**src/rtl/interfaz_memoria_datos_if.sv**
```systemverilog
// interfaz_memoria_datos_if: external SRAM-style bus between the data-memory responder and the memory
interface interfaz_memoria_datos_if;
  logic [15:0] o_Mem_Dir;
  logic [7:0]  o_Mem_Dato;
  logic [7:0]  i_Mem_Dato;
  logic        i_Mem_Listo;
  logic        o_Mem_Cs;
  logic        o_Mem_We;
  logic        o_Mem_Oe;
  modport master(output o_Mem_Dir, o_Mem_Dato, o_Mem_Cs, o_Mem_We, o_Mem_Oe, input i_Mem_Dato, i_Mem_Listo);
  modport slave(input o_Mem_Dir, o_Mem_Dato, o_Mem_Cs, o_Mem_We, o_Mem_Oe, output i_Mem_Dato, i_Mem_Listo);
endinterface

```
**src/rtl/interfaz_memoria_datos.sv**
```systemverilog
// interfaz_memoria_datos: wait-stated load/store responder between the register bank and an external SRAM bus
module interfaz_memoria_datos #(
  parameter int WAIT_CYCLES = 2,
  parameter int TIMEOUT     = 64
) (
  input  logic        i_Clk,
  input  logic        i_Rst,
  input  logic        i_Valido,
  input  logic [8:0]  i_Instrucciones,
  input  logic [15:0] i_DireccionDato,
  input  logic [7:0]  i_Dato_Escritura,
  output logic [7:0]  o_Datos_Entrada,
  output logic        o_Listo,
  output logic        o_Error,
  output logic        o_Ocupado,
  interfaz_memoria_datos_if.master m_bus
);
  localparam logic [1:0] IDLE   = 2'd0;
  localparam logic [1:0] SETUP  = 2'd1;
  localparam logic [1:0] ACCESS = 2'd2;
  localparam logic [1:0] DONE   = 2'd3;
  localparam logic [7:0] WC_M1  = 8'(WAIT_CYCLES - 1);
  localparam logic [7:0] TO_M1  = 8'(TIMEOUT - 1);
  logic [1:0]  r_Estado;
  logic [7:0]  r_Cnt;
  logic        r_Err;
  logic        r_Wr;
  logic [15:0] r_Dir;
  logic [7:0]  r_Dato;
  logic [2:0]  w_Op;
  logic        w_Load;
  logic        w_Store;
  logic        w_Fin;
  logic        w_To;
  logic        w_unused;
  assign w_Op     = i_Instrucciones[8:6];
  assign w_unused = ^i_Instrucciones[5:0];
  assign w_Load   = w_Op == 3'b010;
  assign w_Store  = w_Op == 3'b011 || w_Op == 3'b100;
  // r_Cnt holds the number of ACCESS cycles already completed before the current one
  assign w_Fin    = r_Cnt >= WC_M1 && m_bus.i_Mem_Listo;
  assign w_To     = TIMEOUT != 0 && r_Cnt == TO_M1;
  always_ff @(posedge i_Clk) begin
    if (i_Rst) begin
      r_Estado        <= IDLE;
      r_Cnt           <= '0;
      r_Err           <= 1'b0;
      r_Wr            <= 1'b0;
      r_Dir           <= '0;
      r_Dato          <= '0;
      o_Datos_Entrada <= '0;
    end else begin
      case (r_Estado)
        IDLE: if (i_Valido && (w_Load || w_Store)) begin
          r_Estado <= SETUP;
          r_Dir    <= i_DireccionDato;
          r_Wr     <= w_Store;
          r_Dato   <= w_Store ? i_Dato_Escritura : r_Dato;
          r_Cnt    <= '0;
          r_Err    <= 1'b0;
        end
        SETUP: r_Estado <= ACCESS;
        ACCESS: begin
          r_Cnt <= r_Cnt + 8'(r_Cnt != 8'hFF);
          if (w_Fin) begin
            r_Estado        <= DONE;
            o_Datos_Entrada <= r_Wr ? o_Datos_Entrada : m_bus.i_Mem_Dato;
          end else if (w_To) begin
            r_Estado        <= DONE;
            r_Err           <= 1'b1;
            o_Datos_Entrada <= r_Wr ? o_Datos_Entrada : 8'hFF;
          end
        end
        default: r_Estado <= IDLE;
      endcase
    end
  end
  assign m_bus.o_Mem_Cs   = r_Estado == SETUP || r_Estado == ACCESS;
  assign m_bus.o_Mem_We   = r_Estado == ACCESS && r_Wr;
  assign m_bus.o_Mem_Oe   = r_Estado == ACCESS && !r_Wr;
  assign m_bus.o_Mem_Dir  = r_Dir;
  assign m_bus.o_Mem_Dato = r_Dato;
  assign o_Listo          = r_Estado == DONE;
  assign o_Error          = r_Estado == DONE && r_Err;
  assign o_Ocupado        = r_Estado != IDLE;
endmodule

```
**src/flat_wrapper.sv**
```systemverilog
// flat-port wrapper written by rule: the top's interface ports become plain ports
module interfaz_memoria_datos_flat 
#(
  parameter int WAIT_CYCLES = 2,
  parameter int TIMEOUT     = 64
)
  (i_Clk, i_Rst, i_Valido, i_Instrucciones, i_DireccionDato, i_Dato_Escritura, o_Datos_Entrada, o_Listo, o_Error, o_Ocupado, m_bus_o_Mem_Dir, m_bus_o_Mem_Dato, m_bus_o_Mem_Cs, m_bus_o_Mem_We, m_bus_o_Mem_Oe, m_bus_i_Mem_Dato, m_bus_i_Mem_Listo);
  interfaz_memoria_datos_if m_bus_i ();
  input  logic i_Clk;
  input  logic i_Rst;
  input  logic i_Valido;
  input  logic [8:0] i_Instrucciones;
  input  logic [15:0] i_DireccionDato;
  input  logic [7:0] i_Dato_Escritura;
  output logic [7:0] o_Datos_Entrada;
  output logic o_Listo;
  output logic o_Error;
  output logic o_Ocupado;
  output wire logic [$bits(m_bus_i.o_Mem_Dir)-1:0] m_bus_o_Mem_Dir;
  output wire logic [$bits(m_bus_i.o_Mem_Dato)-1:0] m_bus_o_Mem_Dato;
  output wire logic [$bits(m_bus_i.o_Mem_Cs)-1:0] m_bus_o_Mem_Cs;
  output wire logic [$bits(m_bus_i.o_Mem_We)-1:0] m_bus_o_Mem_We;
  output wire logic [$bits(m_bus_i.o_Mem_Oe)-1:0] m_bus_o_Mem_Oe;
  input wire logic [$bits(m_bus_i.i_Mem_Dato)-1:0] m_bus_i_Mem_Dato;
  input wire logic [$bits(m_bus_i.i_Mem_Listo)-1:0] m_bus_i_Mem_Listo;
  assign m_bus_o_Mem_Dir = m_bus_i.o_Mem_Dir;
  assign m_bus_o_Mem_Dato = m_bus_i.o_Mem_Dato;
  assign m_bus_o_Mem_Cs = m_bus_i.o_Mem_Cs;
  assign m_bus_o_Mem_We = m_bus_i.o_Mem_We;
  assign m_bus_o_Mem_Oe = m_bus_i.o_Mem_Oe;
  assign m_bus_i.i_Mem_Dato = m_bus_i_Mem_Dato;
  assign m_bus_i.i_Mem_Listo = m_bus_i_Mem_Listo;
  interfaz_memoria_datos #(.WAIT_CYCLES(WAIT_CYCLES), .TIMEOUT(TIMEOUT)) u_core (.i_Clk(i_Clk), .i_Rst(i_Rst), .i_Valido(i_Valido), .i_Instrucciones(i_Instrucciones), .i_DireccionDato(i_DireccionDato), .i_Dato_Escritura(i_Dato_Escritura), .o_Datos_Entrada(o_Datos_Entrada), .o_Listo(o_Listo), .o_Error(o_Error), .o_Ocupado(o_Ocupado), .m_bus(m_bus_i));
endmodule
```
**config.mk**
```make
export PLATFORM = sky130hd
export DESIGN_NAME = interfaz_memoria_datos_flat
export DESIGN_NICKNAME = d
export VERILOG_FILES = /design/src/rtl/interfaz_memoria_datos_if.sv /design/src/rtl/interfaz_memoria_datos.sv /design/src/flat_wrapper.sv
export SDC_FILE = /design/constraint.sdc
export NUM_CORES = 1
export LEC_CHECK = 0
export CORE_MARGIN = 1
export CORE_UTILIZATION = 45
export CTS_CLUSTER_SIZE = 28
export DETAILED_ROUTE_END_ITERATION = 7
export PLACE_DENSITY = 0.9
export SYNTH_ARGS = -nofsm -noshare
export SYNTH_HDL_FRONTEND = slang
export SYNTH_SLANG_ARGS = --single-unit
```
**constraint.sdc**
```tcl
create_clock -name i_Clk -period 3.3 [get_ports i_Clk]
set_clock_uncertainty 0.15 [all_clocks]
set_input_delay 0.33 -clock i_Clk [delete_from_list [all_inputs] [get_ports i_Clk]]
set_output_delay 0.33 -clock i_Clk [all_outputs]
set_load 0.01 [all_outputs]
```
# Word-level counts from Yosys, hierarchy flattened

Cells that the tools add are included.

$add $sub $neg: 1
Magnitude comparators: 1
Eq/ne operators: 12
Multiplexer cells: 14
Bitwise operators: 1
Reductions and logical operators: 19

Operators with widths:

| operator             | number |
|---|---|
| $mux W8              | 5 |
| $pmux W8 S2          | 1 |
| $add A8 B1 Y8        | 1 |
| $eq A8 B6 Y1 const B | 1 |
| $ge A8 B1 Y1 const B | 1 |
| $ne A8 B8 Y1 const B | 1 |
| $eq A3 B2 Y1 const B | 2 |
| $mux W2              | 3 |
| $pmux W2 S3          | 1 |
| $reduce_and A2 Y1    | 3 |
| $reduce_and A3 Y1    | 2 |
| $reduce_bool A2 Y1   | 3 |
| $logic_and A1 B1 Y1  | 5 |
| $eq A2 B2 Y1 const B | 2 |
| $ne A2 B1 Y1 const B | 2 |
| $reduce_and A4 Y1    | 1 |
| $eq A3 B3 Y1 const B | 1 |
| $logic_or A1 B1 Y1   | 3 |
| $mux W1              | 3 |
| $ne A3 B1 Y1 const B | 1 |
| $eq A2 B1 Y1 const B | 1 |
| $logic_not A2 Y1     | 1 |
| $ne A2 B2 Y1 const B | 1 |
| $pmux W1 S2          | 1 |
| 2 further kinds      | 2 |

Bits in registers: 44
Input bits: 45
Output and inout bits: 38
Logic and storage cells: 55

# Depth between registers and ports, before layout

Gate-level depths: netlist of run 1.

Depth in word-level cells: 6
Gate-level depth with buffers: 8

# Worst setup path before layout of run 1

No wires, ideal clock.

Kind: reg-to-reg
Start point: register u_core.r_Estado[0]
End point: register u_core.r_Cnt[3]
Arrival: 1,674 ps
Path slack: 1,405 ps
Cell stages (with the launch flop): 8
Path buffers: 1
Cell sequence: dfxtp_1 -> inv_1 -> ha_1 -> clkbuf_1 -> mux2i_1 -> a311o_1 -> or3_1 -> a21oi_1

Cells in the longest elaborated chain, start to end: 3
Elaborated cells on any way between the ends: 6
Those cells by class: 2 x eq/ne; 1 x mux; 3 x reduce/logical

RTL lines:

| what                                                                | RTL line                     | RTL |
|---|---|---|
| start, declared                                                     | interfaz_memoria_datos.sv:24 | `logic [1:0] r_Estado;` |
| start signal, assigned                                              | interfaz_memoria_datos.sv:45 | `r_Estado <= IDLE;` |
| start signal, assigned                                              | interfaz_memoria_datos.sv:55 | `r_Estado <= SETUP;` |
| start signal, assigned                                              | interfaz_memoria_datos.sv:62 | `SETUP: r_Estado <= ACCESS;` |
| $logic_not A2 Y1 / $eq A2 B2 Y1 (equally long branches)             | interfaz_memoria_datos.sv:53 | `case (r_Estado)` |
| $ne A2 B1 Y1 (no line) / $reduce_bool A2 Y1 (equally long branches) | -                            |  |
| $reduce_and A2 Y1 (no line)                                         | -                            |  |
| end signal, assigned                                                | interfaz_memoria_datos.sv:64 | `r_Cnt <= r_Cnt + 8'(r_Cnt != 8'hFF);` |
| end, declared                                                       | interfaz_memoria_datos.sv:25 | `logic [7:0] r_Cnt;` |

Several ways; a longest one is shown, not always the timed one.
A chain may end at the register's enable or synchronous reset.

# Final worst setup path of run 1

Start point: register u_core.r_Estado[0]
End point: output m_bus_o_Mem_Oe

Cells in the longest elaborated chain, start to end: 2

RTL lines:

| what                | RTL line                     | RTL |
|---|---|---|
| $eq A2 B2 Y1        | interfaz_memoria_datos.sv:80 | `assign m_bus.o_Mem_Oe = r_Estado == ACCESS && !r_Wr;` |
| $logic_and A1 B1 Y1 | interfaz_memoria_datos.sv:80 |  |
| end, declared       | flat_wrapper.sv:23           | `output wire logic [$bits(m_bus_i.o_Mem_Oe)-1:0] m_bus_o_Mem_Oe;` |

Every way passes these cells.

==> out/summary.txt, run 1 <==
global-route wire length before repair = 6.865 mm
leading post-synthesis cells by instance count = sky130_fd_sc_hd__dfxtp_1, sky130_fd_sc_hd__mux2i_1, sky130_fd_sc_hd__nand2_1
Iter 0 DRT Violations = 66
Pins Over Slew Limit = 0
routability-driven placement congestion ratio = 0.8408
clock tree buffer depth = 2
flop2flop setup slack = 1210 ps
Post-Synthesis Net Count = 251
vias in the first global route = 1529
fraction of layout instances using a drive strength above 1 = 9.353%
areal power density over the cells = 441.7 nW/um^2
Post-Route Setup TNS = 0 ps
Synth Instances = 200
Tmin final = 2298 ps
Worst R2R End = u_core.r_Cnt[4]
share of the synthesized area in the top cell type = 45.54%
Hold Path Stages = 2
Worst Hold Launch = u_core.m_bus.o_Mem_Dato[7]
Final Hold Slack = 310.8 ps
number of register bits inferred by synthesis = 44
I/O pin total = 83
# nets final = 328
DRT antenna net count = 0
clock tree from TritonCTS = done
YS warnings = 0
crit path launch type = flop
maximum VDD drop = 0.3606 mV
fraction of the cycle the final worst path needs = 69.63%
worst slack after detailed placement = 940.1 ps
leakage power = 1.059 nW
placed instance area = 2733 sq um
capturing element type of the critical path = output pin
final instance area = 2854 sq um
crit path kind = flop to output pin
worst-case hold path end point = u_core.m_bus.o_Mem_Dato[7]
outcome = complete, no violations
Overall Power = 1.261 mW
Least-Margin Pin Slew = 677.4 ps
gr ovfl total = 0
total CTS buffers = 5
Clk pin slew, worst setup/hold paths = 80 ps
average routed wire per standard cell = 13.70 um
routed via count = 1722
Total Die Area = 4565 sq um
total routing resource utilization after global routing = 20.16%
Crit Reg-Reg Startpoint = u_core.r_Estado[0]
number of placement rows = 23
worst skew pair latency = 290 ps
worst-case setup margin in the final layout = 1002 ps
H-tree Lvls = 2
unrepaired setup endpoints after global routing = false
number of clock sinks = 44
max-cap viol count = 0
antenna violations before repair = 0
Max Clock Freq = 0.4352 GHz
# Post-CTS Setup Buffers = 0
maximum number of pins on one net before global-route repair = 29
top-count cell post-synth = sky130_fd_sc_hd__dfxtp_1
synth-to-layout area growth = 47.54%
chip width = 67.57 um
count of unresolved DRC violations after routing = 0
post-synthesis cell type count = 42
Final HPWL DP = 3.262 mm
height of the die = 67.57 um
cell type with the largest total area after synthesis = sky130_fd_sc_hd__dfxtp_1
Vias/cell = 5.250
Post-synth ARST share = 0%
router iterations before antenna repair = 4
final number of setup-violating endpoints = 0
Port Buffers = 76
total standard cell area after synthesis = 1934 sq um
# diodes = 0
library cell used as clock root buffer = sky130_fd_sc_hd__clkbuf_8
register area share after synthesis = 45.54%
maximum fanout encountered on the critical timing path = 10
total count of hold-check failures in the final report = 0
Post-synth top flop = sky130_fd_sc_hd__dfxtp_1
CP required = 2820 ps
aggregate routed wire length = 4.495 mm
post-cts resize count = 0
EDFF count, synth = 0
Synth Area per Inst = 9.672 sq um
Starting Density = 47.67%
count of hold buffers inserted by post-cts repair = 0
headroom to the max-slew limit = 54.27%
worst-case reg-to-reg path depth = 6
biggest area contributors in the synthesized netlist = sky130_fd_sc_hd__dfxtp_1, sky130_fd_sc_hd__mux2i_1, sky130_fd_sc_hd__nand2_1
path class of the lowest-slack min-delay path = flop to flop
area of the placeable core = 4058 sq um
CP Data Arrival Time = 1820 ps
## critical path, stage by stage (launching register included)
cell and delay (ps):
sky130_fd_sc_hd__dfxtp_1 330, sky130_fd_sc_hd__inv_1 110, sky130_fd_sc_hd__ha_1 350, sky130_fd_sc_hd__nand2b_1 130, sky130_fd_sc_hd__inv_1 70, sky130_fd_sc_hd__clkdlybuf4s50_1 530
## metal layers
metal | track usage (%) | wire length (um) | part of all wire (%)
met5 | 0 | 0 | 0
met4 | 8.511 | 87 | 1.9
met3 | 4.730 | 281 | 6.3
met2 | 33.66 | 2184 | 49
met1 | 24.49 | 1942 | 43
## registers in the layout (all words and copies together), names as in the netlist
signal / cells
u_core.r_Wr: 1
u_core.o_Datos_Entrada: 8
u_core.m_bus.o_Mem_Dir: 16
u_core.r_Estado: 2
u_core.r_Err: 1
u_core.r_Cnt: 8
u_core.m_bus.o_Mem_Dato: 8
## through the flow
stage,utilization (%),cells
2_1_floorplan,-,200
3_3_place_gp,67.35,320
3_5_place_dp,67.35,320
4_1_cts,70.34,328
5_1_grt,70.34,328
6_report,70.34,328
## final cells by class
class	instances	area [sq um]
Fill cell	316	1204
Multi-Input combinational cell	139	975.9
Sequential cell	44	880.8
Timing Repair Buffer	79	783.3
Clock buffer	6	82.58
Tap cell	50	62.56
Clock inverter	2	38.79
Inverter	8	30.03
## how the worst max path moves through the flow
stage | slack, ps | cells past startpoint | start | end
after global placement | 1000 | 5 | i_Instrucciones[8] | u_core.r_Cnt[7]
after global routing | 840 | 5 | u_core.r_Estado[0] | m_bus_o_Mem_Oe
after detailed placement | 940 | 5 | i_Instrucciones[8] | u_core.r_Cnt[3]
after floorplan | 1410 | 7 | u_core.r_Estado[0] | u_core.r_Cnt[3]
after CTS | 990 | 5 | u_core.r_Estado[0] | m_bus_o_Mem_Oe
final | 1000 | 5 | u_core.r_Estado[0] | m_bus_o_Mem_Oe
## layout by cell type (no fill, tap or decap), drive strengths merged, types with 3 or more instances in the layout
cell / n
a21oi: 9
buf: 3
clkbuf: 6
clkdlybuf4s50: 76
dfxtp: 44
ha: 6
inv: 8
mux2i: 26
nand2: 24
nand2b: 3
nor2: 19
o21ai: 6
o221a: 8
or3: 5
## cell families after synthesis
kind of cell | synth area share, %
and+or+nand+nor | 16.95
xor gates and xnor gates | 0.4529
adders and majority gates | 3.881
AOI/OAI and AO/OA | 15.14
DFF | 45.54
buffers and inverters | 4.011
muxes | 14.04
## power breakdown
part	internal (mW)	switching, mW
Sequential	0.555	0.0160
Clock	0.248	0.181
Combinational	0.141	0.120
Power figures use the tool's default switching activity.
==> inputs of run 2 (changes only) <==
- CORE_UTILIZATION: 45 -> 42
- PLACE_DENSITY: 0.9 -> 0.86
- clock period: 3.3 -> 2.16 ns (I/O delays scaled with it)
==> run 2 against run 1 <==
Against the previous run:
- sequential power increased by 53%
- clock power increased by 43%
- power increased by 51%
- largest cell class unchanged
==> out/summary.txt, run 2 (synthesis gave the netlist of run 1 again) <==
outcome = complete, no violations
clock tree from TritonCTS = done
Post-Route Setup TNS = 0 ps
Clk pin slew, worst setup/hold paths = 80 ps
max-cap viol count = 0
total routing resource utilization after global routing = 19.71%
chip width = 69.87 um
worst-case setup margin in the final layout = 45.51 ps
clock tree buffer depth = 2
Total Die Area = 4881 sq um
final core utilization = 66.84%
Starting Density = 44.12%
library cell used as clock root buffer = sky130_fd_sc_hd__clkbuf_8
path class of the lowest-slack min-delay path = flop to flop
crit path launch type = flop
I/O pin total = 83
placed instance area = 2815 sq um
maximum fanout encountered on the critical timing path = 10
DRT antenna net count = 0
Crit Reg-Reg Startpoint = u_core.r_Cnt[3]
count of unresolved DRC violations after routing = 0
CP required = 1790 ps
headroom to the max-slew limit = 58.77%
Vias/cell = 5.139
commonest cells after routing, fill and taps aside = sky130_fd_sc_hd__clkdlybuf4s50_1, sky130_fd_sc_hd__dfxtp_1, sky130_fd_sc_hd__mux2i_1
area of the multi-input gates = 980.9 sq um
routed via count = 1742
fraction of layout instances using a drive strength above 1 = 13.24%
Iter 0 DRT Violations = 133
# diodes = 0
Port Buffers = 76
fillers = 349
global-route wire length before repair = 7.721 mm
unrepaired setup endpoints after global routing = true
capturing element type of the critical path = output pin
Worst Hold Launch = u_core.m_bus.o_Mem_Dato[7]
# Post-CTS Setup Buffers = 0
maximum number of pins on one net before global-route repair = 20
areal power density over the cells = 651.2 nW/um^2
most frequent standard cell in the layout excluding fill and tap cells = sky130_fd_sc_hd__clkdlybuf4s50_1
router iterations before antenna repair = 4
worst skew pair latency = 290 ps
final number of setup-violating endpoints = 0
flip-flop count of the largest register after layout = 16
Overall Power = 1.908 mW
leakage power = 1.100 nW
antenna violations before repair = 0
number of clock sinks = 44
Pins Over Slew Limit = 0
H-tree Lvls = 2
maximum VDD drop = 0.3967 mV
crit path kind = flop to output pin
# nets final = 337
count of hold buffers inserted by post-cts repair = 0
Tmin final = 2114 ps
final instance area = 2930 sq um
CP Data Arrival Time = 1750 ps
gr ovfl total = 0
area taken by flip-flops and latches = 883.3 sq um
area of the placeable core = 4384 sq um
number of placement rows = 24
height of the die = 69.87 um
first element of the critical path = u_core.r_Estado[0]
Max Clock Freq = 0.4729 GHz
total CTS buffers = 5
average routed wire per standard cell = 13.34 um
vias in the first global route = 1694
Final HPWL DP = 3.354 mm
synth-to-layout area growth = 51.49%
aggregate routed wire length = 4.523 mm
fraction of the cycle the final worst path needs = 97.89%
routability-driven placement congestion ratio = 0.8360
worst slack after detailed placement = -38.89 ps
Least-Margin Pin Slew = 618.5 ps
total count of hold-check failures in the final report = 0
## run 2: cell count changes in the layout (fill, tap and decap cells not counted), moves of 2 or more
cell | previous run | this run
sky130_fd_sc_hd__dfxtp_1 | 44 | 42
sky130_fd_sc_hd__ha_2 | 0 | 2
sky130_fd_sc_hd__dfxtp_2 | 0 | 2
sky130_fd_sc_hd__buf_4 | 3 | 11
sky130_fd_sc_hd__ha_1 | 6 | 4
## run 2: metrics by stage
step,std cells,hold slack [ps]
final,339,310.0
after global routing,339,331.0
after CTS,339,312.8
after detailed placement,331,299.6
after global placement,331,290.7
after floorplan,200,208.1
## run 2: final timing paths
path,to,depth (start not counted),slack (ps)
worst max-delay path,m_bus_o_Mem_We,4,50
worst min-delay path,u_core.m_bus.o_Mem_Dato[7],2,310
worst max register to register,u_core.r_Cnt[3],7,170
worst min register to register,u_core.m_bus.o_Mem_Dato[7],2,310
## run 2: worst max-delay path, stage by stage, from the launching register on
cell and delay (ps):
sky130_fd_sc_hd__dfxtp_2 340, sky130_fd_sc_hd__inv_1 110, sky130_fd_sc_hd__ha_2 300, sky130_fd_sc_hd__and2_1 160, sky130_fd_sc_hd__clkdlybuf4s50_1 550
## run 2: final cells by class
class,count,area share (%)
inverter,8,1.025
sequential,44,30.15
clock buffer,6,2.477
timing repair buffer,88,29.46
clock inverter,2,1.196
tap,52,2.220
multi-input combinational,139,33.48
## run 2: report_power, final
group	internal [mW]	switching [mW]	leakage, nW
sequential	0.850	0.0238	0.357
clock	0.343	0.272	0.0552
combinational	0.238	0.181	0.687
## run 2: layer usage
metal,routed length (um),vias up,GRT usage [%],part of all wire [%]
met5,0,-,0,0
met4,75,0,7.333,1.7
met3,210,8,5.339,4.6
met2,2329,46,34.08,51
met1,1907,807,23.24,42
li1,-,881,-,-
## run 2: timing repair
item	CTS	global route
gates resized for setup	2	3
setup endpoints to repair	3	4
pin swaps	0	0
